## src/rtl/lock_chamber_ctrl.sv

```systemverilog
// Canal-lock chamber controller: equalises chamber water to the source side, opens that gate,
// then equalises to the destination side and opens the other gate. Water updates on an internal tick.
//
// state    | meaning
// ---------+-----------------------------------------------------
// IDLE     | no transfer; waiting for req_in / req_out
// EQ_SRC   | moving chamber water toward the source-side level
// OPEN_SRC | source gate open, chamber follows source level
// EQ_DST   | moving chamber water toward the destination-side level
// OPEN_DST | destination gate open, chamber follows destination level
module lock_chamber_ctrl #(
    parameter int LEVEL_W    = 8,
    parameter int FILL_STEP  = 2,
    parameter int DRAIN_STEP = 3,
    parameter int TICK_DIV   = 4,
    parameter int INIT_LEVEL = 0
) (
    input  logic               clk,
    input  logic               reset,
    input  logic [LEVEL_W-1:0] outer_level,
    input  logic [LEVEL_W-1:0] inner_level,
    input  logic               req_in,
    input  logic               req_out,
    input  logic               boat_clear,
    output logic               outer_gate,
    output logic               inner_gate,
    output logic               fill_valve,
    output logic               drain_valve,
    output logic [LEVEL_W-1:0] lock_level,
    output logic               busy,
    output logic [2:0]         state,
    output logic               tick
);

    typedef enum logic [2:0] {
        S_IDLE     = 3'd0,
        S_EQ_SRC   = 3'd1,
        S_OPEN_SRC = 3'd2,
        S_EQ_DST   = 3'd3,
        S_OPEN_DST = 3'd4
    } state_t;

    localparam logic DIR_IN  = 1'b1;  // src = outer, dst = inner
    localparam logic DIR_OUT = 1'b0;  // src = inner, dst = outer

    localparam int CNT_W = (TICK_DIV > 1) ? $clog2(TICK_DIV) : 1;
    localparam logic [CNT_W-1:0]   CNT_MAX    = CNT_W'(TICK_DIV - 1);
    localparam logic [LEVEL_W:0]   FILL_INC   = (LEVEL_W + 1)'(FILL_STEP);
    localparam logic [LEVEL_W:0]   DRAIN_DEC  = (LEVEL_W + 1)'(DRAIN_STEP);
    localparam logic [LEVEL_W-1:0] LEVEL_RST  = LEVEL_W'(INIT_LEVEL);

    state_t             state_q;
    state_t             state_nxt;
    logic               dir_q;
    logic               dir_nxt;
    logic               last_dir_q;
    logic               last_dir_nxt;
    logic [CNT_W-1:0]   tick_cnt;
    logic [CNT_W-1:0]   tick_cnt_nxt;
    logic [LEVEL_W-1:0] lock_nxt;
    logic [LEVEL_W-1:0] tgt;
    logic [LEVEL_W-1:0] tgt_nxt;
    logic [LEVEL_W:0]   fill_sum;
    logic [LEVEL_W:0]   drain_diff;
    logic [LEVEL_W-1:0] filled;
    logic [LEVEL_W-1:0] drained;
    logic               eq_nxt;

    // Which side's live level the chamber is chasing in a given state/direction.
    function automatic logic [LEVEL_W-1:0] side_level(
        input state_t             s,
        input logic               d,
        input logic [LEVEL_W-1:0] outer,
        input logic [LEVEL_W-1:0] inner
    );
        logic src_phase;
        logic use_outer;
        src_phase = (s == S_EQ_SRC) || (s == S_OPEN_SRC);
        use_outer = src_phase ? (d == DIR_IN) : (d == DIR_OUT);
        return use_outer ? outer : inner;
    endfunction

    assign tgt          = side_level(state_q, dir_q, outer_level, inner_level);
    assign tick_cnt_nxt = (tick_cnt == CNT_MAX) ? '0 : tick_cnt + 1'b1;

    // One extra bit so the clamp sees overflow past the top and underflow below zero.
    assign fill_sum   = {1'b0, lock_level} + FILL_INC;
    assign drain_diff = {1'b0, lock_level} - DRAIN_DEC;
    assign filled     = (fill_sum > {1'b0, tgt}) ? tgt : fill_sum[LEVEL_W-1:0];
    assign drained    = (drain_diff[LEVEL_W] || (drain_diff[LEVEL_W-1:0] < tgt))
                        ? tgt : drain_diff[LEVEL_W-1:0];

    always_comb begin
        state_nxt    = state_q;
        dir_nxt      = dir_q;
        last_dir_nxt = last_dir_q;
        lock_nxt     = lock_level;
        case (state_q)
            S_IDLE: begin
                if (req_in || req_out) begin
                    state_nxt = S_EQ_SRC;
                    if (req_in && req_out) dir_nxt = ~last_dir_q;
                    else                   dir_nxt = req_in ? DIR_IN : DIR_OUT;
                end
            end
            S_EQ_SRC, S_EQ_DST: begin
                if (lock_level == tgt)
                    state_nxt = (state_q == S_EQ_SRC) ? S_OPEN_SRC : S_OPEN_DST;
                else if (tick)
                    lock_nxt = (lock_level < tgt) ? filled : drained;
            end
            S_OPEN_SRC: begin
                lock_nxt = tgt;
                if (boat_clear) state_nxt = S_EQ_DST;
            end
            S_OPEN_DST: begin
                lock_nxt = tgt;
                if (boat_clear) begin
                    state_nxt    = S_IDLE;
                    last_dir_nxt = dir_q;
                end
            end
            default: state_nxt = S_IDLE;
        endcase
    end

    assign tgt_nxt = side_level(state_nxt, dir_nxt, outer_level, inner_level);
    assign eq_nxt  = (state_nxt == S_EQ_SRC) || (state_nxt == S_EQ_DST);

    // Every output is a flop loaded from next-state values, so inputs never reach outputs directly.
    always_ff @(posedge clk or posedge reset) begin
        if (reset) begin
            state_q     <= S_IDLE;
            dir_q       <= DIR_OUT;
            last_dir_q  <= DIR_OUT;
            tick_cnt    <= '0;
            tick        <= 1'b0;
            lock_level  <= LEVEL_RST;
            outer_gate  <= 1'b0;
            inner_gate  <= 1'b0;
            fill_valve  <= 1'b0;
            drain_valve <= 1'b0;
            busy        <= 1'b0;
        end else begin
            state_q     <= state_nxt;
            dir_q       <= dir_nxt;
            last_dir_q  <= last_dir_nxt;
            tick_cnt    <= tick_cnt_nxt;
            tick        <= (tick_cnt_nxt == CNT_MAX);
            lock_level  <= lock_nxt;
            outer_gate  <= ((state_nxt == S_OPEN_SRC) && (dir_nxt == DIR_IN)) ||
                           ((state_nxt == S_OPEN_DST) && (dir_nxt == DIR_OUT));
            inner_gate  <= ((state_nxt == S_OPEN_SRC) && (dir_nxt == DIR_OUT)) ||
                           ((state_nxt == S_OPEN_DST) && (dir_nxt == DIR_IN));
            fill_valve  <= eq_nxt && (lock_nxt < tgt_nxt);
            drain_valve <= eq_nxt && (lock_nxt > tgt_nxt);
            busy        <= (state_nxt != S_IDLE);
        end
    end

    assign state = state_q;

endmodule

```

## config.mk

```make
export PLATFORM = sky130hd
export DESIGN_NAME = lock_chamber_ctrl
export DESIGN_NICKNAME = d
export VERILOG_FILES = /design/src/rtl/lock_chamber_ctrl.sv
export SDC_FILE = /design/constraint.sdc
export NUM_CORES = 1
export LEC_CHECK = 0
export CAP_MARGIN = 20
export CORE_MARGIN = 1.5
export CORE_UTILIZATION = 50
export DETAILED_ROUTE_END_ITERATION = 7
export GPL_ROUTABILITY_DRIVEN = 1
export PLACE_DENSITY = 0.74
export SLEW_MARGIN = 20
export SYNTH_ARGS = -nofsm -noshare
export SYNTH_HDL_FRONTEND = slang
export SYNTH_SLANG_ARGS = --single-unit
```

## constraint.sdc

```tcl
create_clock -name clk -period 6.2 [get_ports clk]
set_clock_uncertainty 0.2 [all_clocks]
set_input_delay 0.93 -clock clk [delete_from_list [all_inputs] [get_ports clk]]
set_output_delay 0.93 -clock clk [all_outputs]
set_load 0.02 [all_outputs]
```

## Word level (Yosys, flattened, before mapping)

Cells that the tools add are included.

- Bits in registers: 21
- Bits of input ports: 21
- Logic and storage cells: 73

- Add/subtract/negate cells: 3
- $lt $le $gt $ge: 5
- Eq/ne operators: 11
- Multiplexer cells: 21
- Bitwise gates (word level): 3
- Reduce and logical (&&, ||, !) cells: 19

Operator list:

| operator | number |
|---|---|
| 8-bit two-way mux | 7 |
| 8-bit less-than comparator | 3 |
| 8-bit one-hot mux with 2 select lines | 1 |
| 3-bit two-way mux | 5 |
| 3-bit by 2-bit equality test with 1-bit output (second input constant) | 4 |
| 3-bit one-hot mux with 4 select lines | 1 |
| 8-bit by 2-bit adder with 9-bit output (second input constant) | 1 |
| 9-bit by 8-bit greater-than comparator with 1-bit output | 1 |
| 8-bit by 2-bit subtractor with 9-bit output (second input constant) | 1 |
| 8-bit equality test | 1 |
| 8-bit greater-than comparator | 1 |
| 1-bit logical AND | 7 |
| 1-bit logical OR | 7 |
| 3-bit by 1-bit equality test with 1-bit output (second input constant) | 2 |
| 3-bit equality test (second input constant) | 2 |
| 1-bit two-way mux | 6 |
| 2-bit equality test (second input constant) | 2 |
| 2-bit OR reduction | 2 |
| 3-bit logical NOT | 1 |
| 1-bit inverter | 3 |
| 3-bit nonzero test | 1 |
| 2-bit by 1-bit adder with 2-bit output (second input constant) | 1 |
| 2-bit two-way mux | 1 |
| 2-bit AND reduction | 1 |

## Longest topological paths before layout

Gate-level depths: netlist (run 1).

- Depth in word-level cells: 13
- Gate-level depth with buffers: 24
- Gate-level depth less buffers: 22

## Worst setup path after synthesis (run 1)

OpenSTA, ideal clock, no wires.

- Path kind: flip-flop to flip-flop
- From: register state_q[1], in the netlist state[1]
- To: register drain_valve
- Library setup time: 120 ps
- Arrival time: 4,454 ps
- Data required time: 5,880 ps
- Path slack: 1,426 ps
- Cell stages (with the launch flop): 25
- Buffers on the path: 2
- Period minus slack after synthesis: 4,774 ps
- Cells stage by stage: dfrtp_1 > buf_6 > xor2_2 > nand2_1 > xnor2_1 > mux2i_1 > ha_1 > o21ba_2 > nor3b_1 > o21ai_0 > o21ai_0 > a21oi_1 > or2_1 > buf_4 > a311o_1 > o21a_1 > a211oi_1 > ha_1 > nor2b_1 > o21ai_0 > nand2b_1 > a21oi_1 > o21ai_0 > o21ai_0 > nor2_1

- Longest elaborated chain between the ends: 13

Ends and longest elaborated chain:

| element | line | RTL |
|---|---|---|
| from (decl) | 52 | `state_t state_q;` |
| from (signal assigned) | 145 | `state_q <= state_nxt;` |
| 3-bit by 1-bit equality test with 1-bit output or 3-bit by 2-bit equality test with 1-bit output (tied branches) | 78, 98, 108 |  |
| 1-bit logical OR | 78 | `src_phase = (s == S_EQ_SRC) \|\| (s == S_OPEN_SRC);` |
| 1-bit two-way mux | 79 | `use_outer = src_phase ? (d == DIR_IN) : (d == DIR_OUT);` |
| 8-bit two-way mux | 80 | `return use_outer ? outer : inner;` |
| 8-bit less-than comparator or 8-bit equality test (tied branches) | 90, 107 |  |
| 1-bit logical OR or 3-bit two-way mux (tied branches) | 90, 107 |  |
| 8-bit two-way mux or 3-bit one-hot mux with 4 select lines (tied branches) | 91, 98 |  |
| 8-bit two-way mux (tied with other cells) | 110 | `lock_nxt = (lock_level < tgt) ? filled : drained;` |
| 8-bit two-way mux or 1-bit logical OR (tied branches) | 109, 78 |  |
| 8-bit two-way mux or 1-bit two-way mux (tied branches) | 107, 79 |  |
| 8-bit one-hot mux with 2 select lines or 8-bit two-way mux (tied branches) | 98, 80 |  |
| 8-bit greater-than comparator | 156 | `drain_valve <= eq_nxt && (lock_nxt > tgt_nxt);` |
| 1-bit logical AND * | 156 |  |
| to (signal assigned) | 156 |  |
| to (decl) | 28 | `output logic drain_valve,` |

Every way passes the cells marked *; elsewhere a longest branch is shown, timed or not.
A chain may end at the register's enable or synchronous reset.

## Final worst setup path (run 1)

- From: register state_q[0], in the netlist state[0]
- To: register drain_valve

- Longest elaborated chain between the ends: 13

Ends and longest elaborated chain:

| element | line | RTL |
|---|---|---|
| 3-bit by 1-bit equality test with 1-bit output or 3-bit by 2-bit equality test with 1-bit output (tied branches) | 78, 98 |  |
| 1-bit logical OR | 78 |  |
| 1-bit two-way mux | 79 |  |
| 8-bit two-way mux | 80 |  |
| 8-bit less-than comparator | 90 | `assign drained = (drain_diff[LEVEL_W] \|\| (drain_diff[LEVEL_W-1:0] < tgt))` |
| 1-bit logical OR | 90 |  |
| 8-bit two-way mux | 91 | `? tgt : drain_diff[LEVEL_W-1:0];` |
| 8-bit two-way mux | 110 |  |
| 8-bit two-way mux | 109 | `else if (tick)` |
| 8-bit two-way mux | 107 | `if (lock_level == tgt)` |
| 8-bit one-hot mux with 2 select lines * | 98 | `case (state_q)` |
| net lock_nxt[5] | 60 | `logic [LEVEL_W-1:0] lock_nxt;` |
| 8-bit greater-than comparator * | 156 |  |
| 1-bit logical AND * | 156 |  |

Mark *: on every way through the listed nets, which the timed path passes. The rest lies on a longest branch.

==> impl_metrics.yaml, run 1 <==
sta:
  fin_crit_ns: 5.748
  fin_hold_ws_ns: 0.2561
  fin_crit_sh_pct: 92.71
  slew-limit-headroom_pct: 41.41
  rsz0062_at_grt: "false"
  fin_ws_ns: 0.4520
  worst_pin_slew_ns: 0.8693
  final_hold_viol_count: 0
  setup_violations: 0
  fmax_ghz: 0.1740
  finalSetupTns_ns: 0
  slew_viol_final: 0
synth:
  syn_avg_cell_area_um2: 8.110
  yosys_register_bits: 21
  syn_area_um2: 2644
  synth_most_common_cell: "ha_1"
  synth_flop_cell: "dfrtp_1"
  synth-edff-count: 0
  syn_inst: 326
  ys_seq_area_share_pct: 19.88
  synth_area_leader_cell: "dfrtp_1"
  ys_warn_count: 0
  synth_top_area_share_pct: 19.88
  synthTopCellsByArea: "dfrtp_1 20%, ha_1 15%, mux2i_1 6.1%"
  ys_types: 63
  synthTopCellsByCount: "31 x ha_1, 27 x nor2_1, 25 x nand2_1"
  async_flop_share_pct: 100.0
  synth_fp_nets: 378
die:
  dieArea_um2: 5733
  die_h_um: 75.72
  core_area_um2: 5107
  rows: 26
  num_io_pins: 38
  die_x_um: 75.72
  initial_core_util_pct: 51.76
global_routing:
  grt_pass1_vias: 2272
  grt-ovfl-total: 0
  grt_pass1_wl_mm: 11.17
  grt_max_degree: 24
  antenna_found_initial: 0
  grt_usage_pct: 25.54
setup_path:
  critical_path_class: "reg -> reg"
  critPathLaunchType: "flop"
  endpoint_kind: "flop"
  critPathMaxFanout: 13
  r2r-end: "drain_valve$_DFF_PP0_"
  required_ns: 6.15
  r2r-start: "state[0]$_DFF_PP0_"
  crit_arrival_ns: 5.70
  startpoint: "state[0]$_DFF_PP0_"
  r2r_slack_ns: 0.45
  reg2regPathDepth: 21
detailed_routing:
  initialDrtViolationCount: 256
  postRouteAntennaNets: 0
  drc: 0
  viasPerCell: 6.052
  wire_per_inst_um: 16.71
  totalWireLength_mm: 7.085
  num_vias: 2566
  dr.pass1.iters: 5
min_path:
  hp-start: "tick_cnt[0]$_DFF_PP0_"
  min_to: "tick_cnt[0]$_DFF_PP0_"
  hold_depth: 1
  hp-class: "reg -> reg"
layout:
  fillers: 456
  seqCellArea_um2: 525.5
  n_antenna_cell: 0
  final_nets: 407
  synthToLayoutAreaGrowth_pct: 17.13
  layout-drive-gt1-share_pct: 5.650
  fin_cells: 424
  multi_input_area_um2: 1981
clocking:
  cts_tree: "done"
  clock_latency_ns: 0.26
  cts_buffer_depth: 2
  htree_levels: 1
  cts-root-buf: "clkbuf_8"
  cts_sinks: 21
  postCtsHoldBufs: 0
  cts_resized: 0
  clkTransAtPathRegs_ns: 0.08
  cts_setup_buffers: 0
  cts_made_buffers: 3
place:
  port_buffers: 37
  gp_congestion: 0.9428
  pre_cts_ws_ns: 0.5987
  place_inst: 420
  hpwl_mm: 5.524
outcome:
  status: "completed"
flow_run:
  cap_viol_max_count: 0
==> sequential cells by signal (all words and copies together) (netlist names) <==
signal	cells
busy	1
dir_q	1
drain_valve	1
fill_valve	1
inner_gate	1
last_dir_q	1
lock_level	8
outer_gate	1
state	3
tick	1
tick_cnt	2
==> final cells by class <==
| cell class | count | area share [%] |
|---|---|---|
| clock buffers | 3 | 1.333 |
| clock inverters | 1 | 0.1616 |
| inverters | 17 | 2.061 |
| multi-input cells | 272 | 63.96 |
| flip-flops and latches | 21 | 16.97 |
| well taps | 70 | 2.828 |
| repair buffers | 40 | 12.69 |
==> cell families (layout without fill, tap and decap cells) <==
group                      Yosys count  count (layout)  share of synthesized area [%]
and+or+nand+nor                    107             107                          20.26
AOI/OAI and AO/OA                   94              94                          25.04
buffers and inverters               33              61                          5.206
adders and majority gates           32              32                          15.10
DFF                                 21              21                          19.88
xor gates and xnor gates            20              20                          7.194
muxes                               19              19                          7.335
==> layout by cell type, fill, tap and decap left out, drive strengths merged, types with 3 or more instances in the layout <==
cell           count
inv               17
nand2             26
xor2              10
nor2              27
o211ai             5
mux2i             16
buf                3
nor3               8
nand4              5
a21o               8
o221ai             3
a22oi              3
ha                31
mux2               3
o21ai             20
a211oi             7
and2               3
o22ai              5
nand2b            11
clkdlybuf4s50     37
nor2b              5
nand3              9
a21oi             14
xnor2             10
or2                4
clkbuf             3
dfrtp             21
a31oi              3
a221oi             3
==> critical path, stage by stage (launching register included) <==
cell and delay (ns):
dfrtp_1 0.64, xor2_2 0.34, nand2_1 0.22, xnor2_1 0.38
mux2i_1 0.59, ha_1 0.35, nand3_1 0.12, a41oi_1 0.10
o21ai_0 0.15, o21ai_0 0.15, a21oi_1 0.44, or2_1 0.34
o21ai_0 0.12, a221oi_1 0.26, o21ai_0 0.20, ha_1 0.35
a21o_1 0.16, a21o_1 0.16, a21oi_1 0.12, o21ai_0 0.11
o21ai_0 0.09, nor2_1 0.05
==> through the flow <==
stage | instance area (um2) | utilization, %
2_1_floorplan | 2644 | -
3_3_place_gp | 3050 | 59.73
3_5_place_dp | 3050 | 59.73
4_1_cts | 3097 | 60.63
5_1_grt | 3097 | 60.63
6_report | 3097 | 60.63
==> per-layer routing <==
metal  vias up  part of all wire [%]  GRT usage [%]
li1       1260                     -              -
met1      1185                    45          36.64
met2       106                    46          39.86
met3        15                   7.0          3.968
met4         0                   2.1          7.341
met5         -                     0              0
==> how the worst max path moves through the flow <==
stage	to	slack, ns	depth (start not counted)
after CTS	drain_valve$_DFF_PP0_	0.59	22
after global placement	drain_valve$_DFF_PP0_	0.51	22
final	drain_valve$_DFF_PP0_	0.45	21
after detailed placement	drain_valve$_DFF_PP0_	0.60	22
after global routing	drain_valve$_DFF_PP0_	0.08	22
after floorplan	drain_valve$_DFF_PP0_	1.43	24
Power of run 1 is not shown: default switching activity piles up to over one toggle a cycle in this logic, so the estimate is an artifact.
==> run 2, diff against run 1 <==
--- a/config.mk
+++ b/config.mk
@@ -5,13 +5,14 @@
 export SDC_FILE = /design/constraint.sdc
 export NUM_CORES = 1
 export LEC_CHECK = 0
+export ABC_AREA = 0
 export CAP_MARGIN = 20
 export CORE_MARGIN = 1.5
 export CORE_UTILIZATION = 50
 export DETAILED_ROUTE_END_ITERATION = 7
 export GPL_ROUTABILITY_DRIVEN = 1
 export PLACE_DENSITY = 0.74
-export SLEW_MARGIN = 20
+export SLEW_MARGIN = 5
 export SYNTH_ARGS = -nofsm -noshare
 export SYNTH_HDL_FRONTEND = slang
 export SYNTH_SLANG_ARGS = --single-unit
==> results of run 2 <==
No change in the layout: final DEF, timing and power equal those of run 1.
Power of run 2 is left out for the same reason.
